===== src/rtl/pulse_pkg.sv =====
// Shared constants for the pulse stretcher: FSM state encoding and default counter width.
package pulse_pkg;

  localparam int LEN_W_DEF = 8;

  typedef enum logic [1:0] {
    IDLE   = 2'd0,
    ACTIVE = 2'd1,
    GAP    = 2'd2
  } state_t;

endpackage


===== src/rtl/pulse_stretcher_if.sv =====
// Trigger/length/status bundle between a trigger source (master) and the stretcher (slave).
interface pulse_stretcher_if
  import pulse_pkg::*;
#(
  parameter int LEN_W = LEN_W_DEF
);
  logic             in;
  logic [LEN_W-1:0] len;
  logic             clr_overrun;
  logic             out;
  logic             done;
  logic             overrun;

  modport master (output in, len, clr_overrun, input out, done, overrun);
  modport slave  (input in, len, clr_overrun, output out, done, overrun);
endinterface


===== src/rtl/pulse_stretcher.sv =====
// Stretches a one-cycle trigger into a registered level of len cycles, with optional
// retrigger, post-pulse holdoff and a sticky overrun flag for rejected triggers.
module pulse_stretcher
  import pulse_pkg::*;
#(
  parameter int LEN_W     = LEN_W_DEF,
  parameter int RETRIGGER = 1,
  parameter int HOLDOFF   = 0
) (
  input  logic             clock,
  input  logic             reset_n,
  pulse_stretcher_if.slave bus
);

  localparam logic [LEN_W-1:0] ONE      = LEN_W'(1);
  localparam logic [LEN_W-1:0] HOLD_CNT = LEN_W'(HOLDOFF);

  state_t           state_q, state_d;
  logic [LEN_W-1:0] cnt_q, cnt_d;
  logic             out_q, out_d;
  logic             done_q, done_d;
  logic             ovr_q, ovr_d;
  logic             reject;
  logic [LEN_W-1:0] len_eff;

  // len=0 still yields a one-cycle pulse
  assign len_eff = (bus.len == '0) ? ONE : bus.len;

  always_ff @(posedge clock or negedge reset_n) begin
    if (!reset_n) begin
      state_q <= IDLE;
      cnt_q   <= '0;
      out_q   <= 1'b0;
      done_q  <= 1'b0;
      ovr_q   <= 1'b0;
    end else begin
      state_q <= state_d;
      cnt_q   <= cnt_d;
      out_q   <= out_d;
      done_q  <= done_d;
      ovr_q   <= ovr_d;
    end
  end

  // One counter serves both phases: remaining high cycles in ACTIVE, dead cycles in GAP.
  always_comb begin
    state_d = state_q;
    cnt_d   = cnt_q;
    out_d   = out_q;
    done_d  = 1'b0;
    reject  = 1'b0;
    unique case (state_q)
      IDLE: begin
        if (bus.in) begin
          state_d = ACTIVE;
          cnt_d   = len_eff;
          out_d   = 1'b1;
        end
      end
      ACTIVE: begin
        if (bus.in && (RETRIGGER != 0)) begin
          cnt_d = len_eff;
        end else begin
          reject = bus.in;
          if (cnt_q <= ONE) begin
            out_d  = 1'b0;
            done_d = 1'b1;
            if (HOLDOFF > 0) begin
              state_d = GAP;
              cnt_d   = HOLD_CNT;
            end else begin
              state_d = IDLE;
              cnt_d   = '0;
            end
          end else begin
            cnt_d = cnt_q - ONE;
          end
        end
      end
      GAP: begin
        reject = bus.in;
        if (cnt_q <= ONE) begin
          state_d = IDLE;
          cnt_d   = '0;
        end else begin
          cnt_d = cnt_q - ONE;
        end
      end
      default: begin
        state_d = IDLE;
        cnt_d   = '0;
        out_d   = 1'b0;
      end
    endcase
    // a rejection on the same edge as a clear leaves the flag set
    if (reject)               ovr_d = 1'b1;
    else if (bus.clr_overrun) ovr_d = 1'b0;
    else                      ovr_d = ovr_q;
  end

  assign bus.out     = out_q;
  assign bus.done    = done_q;
  assign bus.overrun = ovr_q;

endmodule


===== src/flat_wrapper.sv =====
// flat-port wrapper written by rule: the top's interface ports become plain ports
module pulse_stretcher_flat import pulse_pkg::*;
#(
  parameter int LEN_W     = LEN_W_DEF,
  parameter int RETRIGGER = 1,
  parameter int HOLDOFF   = 0
)
  (clock, reset_n, bus_in, bus_len, bus_clr_overrun, bus_out, bus_done, bus_overrun);
  pulse_stretcher_if #(.LEN_W(LEN_W)) bus_i ();
  input  logic clock;
  input  logic reset_n;
  input wire logic [$bits(bus_i.in)-1:0] bus_in;
  input wire logic [$bits(bus_i.len)-1:0] bus_len;
  input wire logic [$bits(bus_i.clr_overrun)-1:0] bus_clr_overrun;
  output wire logic [$bits(bus_i.out)-1:0] bus_out;
  output wire logic [$bits(bus_i.done)-1:0] bus_done;
  output wire logic [$bits(bus_i.overrun)-1:0] bus_overrun;
  assign bus_i.in = bus_in;
  assign bus_i.len = bus_len;
  assign bus_i.clr_overrun = bus_clr_overrun;
  assign bus_out = bus_i.out;
  assign bus_done = bus_i.done;
  assign bus_overrun = bus_i.overrun;
  pulse_stretcher #(.LEN_W(LEN_W), .RETRIGGER(RETRIGGER), .HOLDOFF(HOLDOFF)) u_core (.clock(clock), .reset_n(reset_n), .bus(bus_i));
endmodule

===== config.mk =====
export PLATFORM = sky130hd
export DESIGN_NAME = pulse_stretcher_flat
export DESIGN_NICKNAME = d
export VERILOG_FILES = /design/src/rtl/pulse_pkg.sv /design/src/rtl/pulse_stretcher_if.sv /design/src/rtl/pulse_stretcher.sv /design/src/flat_wrapper.sv
export SDC_FILE = /design/constraint.sdc
export NUM_CORES = 1
export LEC_CHECK = 0
export ABC_AREA = 1
export CAP_MARGIN = 5
export CORE_MARGIN = 2
export CORE_UTILIZATION = 48
export CTS_BUF_LIST = sky130_fd_sc_hd__clkbuf_16
export DETAILED_ROUTE_END_ITERATION = 16
export PLACE_DENSITY = 0.84
export SLEW_MARGIN = 10
export SYNTH_ARGS = -nofsm -noshare
export SYNTH_HDL_FRONTEND = slang
export SYNTH_SLANG_ARGS = --single-unit

===== constraint.sdc =====
create_clock -name clock -period 2.1 [get_ports clock]
set_clock_uncertainty 0.2 [all_clocks]
set_input_delay 0.42 -clock clock [delete_from_list [all_inputs] [get_ports clock]]
set_output_delay 0.42 -clock clock [all_outputs]
set_load 0.05 [all_outputs]

Word-level counts from Yosys, hierarchy flattened
Index checks and enable logic that the tools add are counted.

word-level totals
  logic and storage cells = 37
  register bits after elaboration = 13

operators by class
  order comparisons = 1
  add/sub/neg operators = 1
  muxes and demuxes = 19
  reduce and logical (&&, ||, !) cells = 5
  bitwise logic cells = 1
  eq/ne operators = 5

operator list
  operator               count
  $mux W8                4
  $pmux W8 S3            1
  $mux W1                9
  $le A8 B1 Y1 const B   1
  $logic_not A8 Y1       1
  $sub A8 B1 Y8 const B  1
  $mux W2                3
  $pmux W2 S3            1
  $ne A2 B2 Y1 const B   2
  $reduce_and A4 Y1      1
  $pmux W1 S3            1
  $eq A2 B1 Y1 const B   1
  $eq A2 B2 Y1 const B   1
  $logic_not A2 Y1       1
  $ne A2 B1 Y1 const B   1
  $reduce_and A2 Y1      1
  $reduce_bool A2 Y1     1
  $not A1 Y1             1

Logic depth before layout (Yosys ltp)
  depth in word-level cells = 4
  depth in mapped cells = 9
  mapped depth without buffers = 9

Worst setup path before layout
No wires, ideal clock.

  path type = register to register
  from = register u_core.cnt_q[0]
  to = register u_core.cnt_q[4]
  buffers on the path = 0
  arrival = 1,140 ps
  slack = 634 ps
  library setup time = 125 ps
  stages on the path, launching flop included = 8
  period minus slack after synthesis = 1,466 ps
  path through = dfrtp_1 -> inv_1 -> ha_1 -> nor2_1 -> nor2_1 -> nand2_2 -> nand2_4 -> o21ai_2

between the ends
  longest elaborated chain between the ends = 4
  elaborated cells between the ends (all ways) = 5

RTL lines
  element                                               RTL line               source
  start, declared                                       pulse_stretcher.sv:19  logic [LEN_W-1:0] cnt_q, cnt_d;
  start signal, assigned                                pulse_stretcher.sv:38  cnt_q <= cnt_d;
  $sub A8 B1 Y8 / $le A8 B1 Y1 (equally long branches)  n/a
  $mux W8 *                                             pulse_stretcher.sv:82  if (cnt_q <= ONE) begin
  $mux W8                                               pulse_stretcher.sv:61  if (bus.in && (RETRIGGER != 0)) begin
  $pmux W8 S3 *                                         pulse_stretcher.sv:52  unique case (state_q)

Mark *: on every way between the ends. The rest lies on a longest branch, timed or not.
A chain may end at the register's enable or synchronous reset.

Final worst setup path
  from = register u_core.done_q, in the netlist u_core.bus.done
  to = output bus_done

RTL lines
  element                 RTL line               source
  start, declared         pulse_stretcher.sv:21  logic done_q, done_d;
  start signal, assigned  pulse_stretcher.sv:40  done_q <= done_d;
  end, declared           flat_wrapper.sv:16     output wire logic [$bits(bus_i.done)-1:0] bus_done;

No word-level cell between the ends.

==> reports/metrics.yaml <==
cp_max_fo: 1
cts_setup_buffers: 0
crit_family: "buffers and inverters"
cts_max_level: 1
grt_overflow: 0
fmax_mhz: 512
synth-compound-area-share_pct: 16.2
final-hold-violation-count: 0
synth_top_family_by_area: "simple AND/OR/NAND/NOR gates"
syn2layout_area_growth_pct: 29.2
initial_core_util_pct: 52.0
min_path_type: "in -> async"
dieArea_um2: 1750
hpwlAfterDp_um: 1120
nNetsFinal: 121
finalMaxSlewViolations: 0
ctsResizeCount: 0
arrival_ns: 1.33
antenna_found_initial: 0
rsz0062_at_grt: "no"
setup_viol: 0
gr-usage-met2_pct: 33.1
yosys_warnings: 0
clock_latency_ns: 0.23
holdWs_ns: 0.313
dp_slack_ns: 0.279
fp-row-count: 13
synth_mux_area_share_pct: 0
avgSynthCellArea_um2: 7.53
drt-vias-per-instance: 5.23
gp_congestion: 0.872
ir_worst_vdd_v: 0.000534
cts.sinks: 10
clkSlewWorstSetupHoldPaths_ns: 0.04
met3_usage_pct: 5.22
synth-xor-area-share_pct: 3.83
drt_iter0_markers: 18
fill_cells: 110
cp_slowest_cell: "clkdlybuf4s50_1"
post-route-worst-setup-slack_ns: 0.148
grt.total_usage_pct: 19.7
die_w_um: 41.8
grt_pass1_vias: 601
worstSetupPathType: "reg -> out"
endpoint_kind: "output pin"
synth-simple-area-share_pct: 28.8
seqCellArea_um2: 250
wl_um: 1530
cpPeakStageDelay_ns: 0.79
use_met1_pct: 24.4
busiest_layer: "met2"
grt_pass1_wl_um: 2600
grt_start_max_net_pins: 11
syn_nets: 105
cts_hold_buffers: 0
die_h_um: 41.8
wl_per_cell_um: 12.7
cts_tree: "done"
synth_fa_ha_area_share_pct: 3.65
synth-seq-cells: 10
fin_area_um2: 886
final_antenna_net_count: 0
core-area_um2: 1320
totalNegativeSetupSlack_ns: 0
cp_num_buf_inv: 1
drc: 0
clockRootBuffer: "clkbuf_16"
min_period_over_period_pct: 93.0
diodes: 0
p_leak_nw: 0.421
crit_chain: "clkdlybuf4s50_1"
synth.distinct_cells: 21
fin_util_pct: 67.2
multi_input_area_um2: 364
portBuffers: 12
num_vias: 628
post-route-min-period_ns: 1.95
place_area_um2: 811
cts.path.max_buffers: 2
syn-cell-area_um2: 686
layout-drive-gt1-share_pct: 17.1
firstDrtPassIters: 4
p_per_area_nw_per_um2: 908
start_kind: "flop"
synthCells: 91
io-pin-count: 15
synth_seq_area_share_pct: 36.5
status: "finished, final reports clean"
cts_buffers: 3
cp_data_required_time_ns: 1.48
max_cap_violations: 0
-- power by group --
part | total [W] | internal, W | leakage [nW] | switching, W
clock network | 0.000331 | 0.000247 | 0.0370 | 0.0000843
logic | 0.000212 | 0.0000863 | 0.265 | 0.000125
registers | 0.000262 | 0.000223 | 0.120 | 0.0000390
-- placed cells by master (no fill, tap or decap), types with 2 or more instances in the layout --
cell type	n
a22oi_1	7
buf_4	2
clkbuf_16	3
clkdlybuf4s50_1	11
dfrtp_1	10
ha_1	2
inv_1	13
nand2_1	16
nand2_2	3
nand3_1	6
nor2_1	14
nor2_2	3
o21ai_2	5
xor2_1	2
-- flip-flops by register name (all words and copies together) (netlist names) --
register / count
u_core.cnt_q: 8
u_core.bus.out: 1
u_core.bus.done: 1
-- synth_stat cells (all sizes together) --
master	number	area share (%)
xor2	2	2.6
ha	2	3.6
inv	14	7.7
buf	2	2.7
nand2	20	13
o21ai	7	7.8
a22oi	7	7.7
xnor2	1	1.3
nor2	17	10
nand4	1	0.91
dfrtp	10	36
nand3	6	4.4
conb	1	0.55
a21oi	1	0.73
-- routing by layer --
layer  up-vias  share of wire [%]
li1        322                  -
met1       285                 45
met2        17                 50
met3         4                3.8
met4         0                1.6
met5         -                  0
-- through the flow --
stage,power [W],cells
final,0.000804,120
after global routing,0.000851,120
after CTS,0.000810,120
after detailed placement,0.000469,117
after global placement,0.000460,117
after floorplan,0.000412,91
-- logic make-up after synthesis --
family / count (synthesis)
and+or+nand+nor: 44
buffers and inverters: 16
AOI/OAI and AO/OA: 15
DFF: 10
xor gates and xnor gates: 3
adders and majority gates: 2
other: 1
-- path summary, 6_finish.rpt --
| check | startpoint | endpoint | slack, ns | cells past startpoint |
|---|---|---|---|---|
| worst max-delay path | u_core.bus.done$_DFF_PN0_ | bus_done | 0.15 | 1 |
| worst min register to register | u_core.cnt_q[1]$_DFFE_PN0P_ | u_core.cnt_q[1]$_DFFE_PN0P_ | 0.33 | 2 |
| worst max register to register | u_core.cnt_q[0]$_DFFE_PN0P_ | u_core.cnt_q[7]$_DFFE_PN0P_ | 0.45 | 9 |
| min in group clock | u_core.cnt_q[1]$_DFFE_PN0P_ | u_core.cnt_q[1]$_DFFE_PN0P_ | 0.33 | 2 |
| worst min-delay path | reset_n | u_core.cnt_q[4]$_DFFE_PN0P_ | 0.31 | 1 |
| max in group asynchronous | reset_n | u_core.bus.done$_DFF_PN0_ | 1.07 | 1 |
-- final cells by class --
| type | count | area share, % |
|---|---|---|
| inverters | 14 | 5.93 |
| clock buffers | 3 | 8.47 |
| multi-input cells | 65 | 41.1 |
| repair buffers | 13 | 14.1 |
| flip-flops and latches | 10 | 28.2 |
| well taps | 15 | 2.12 |
(Power assumes the default switching activity.)
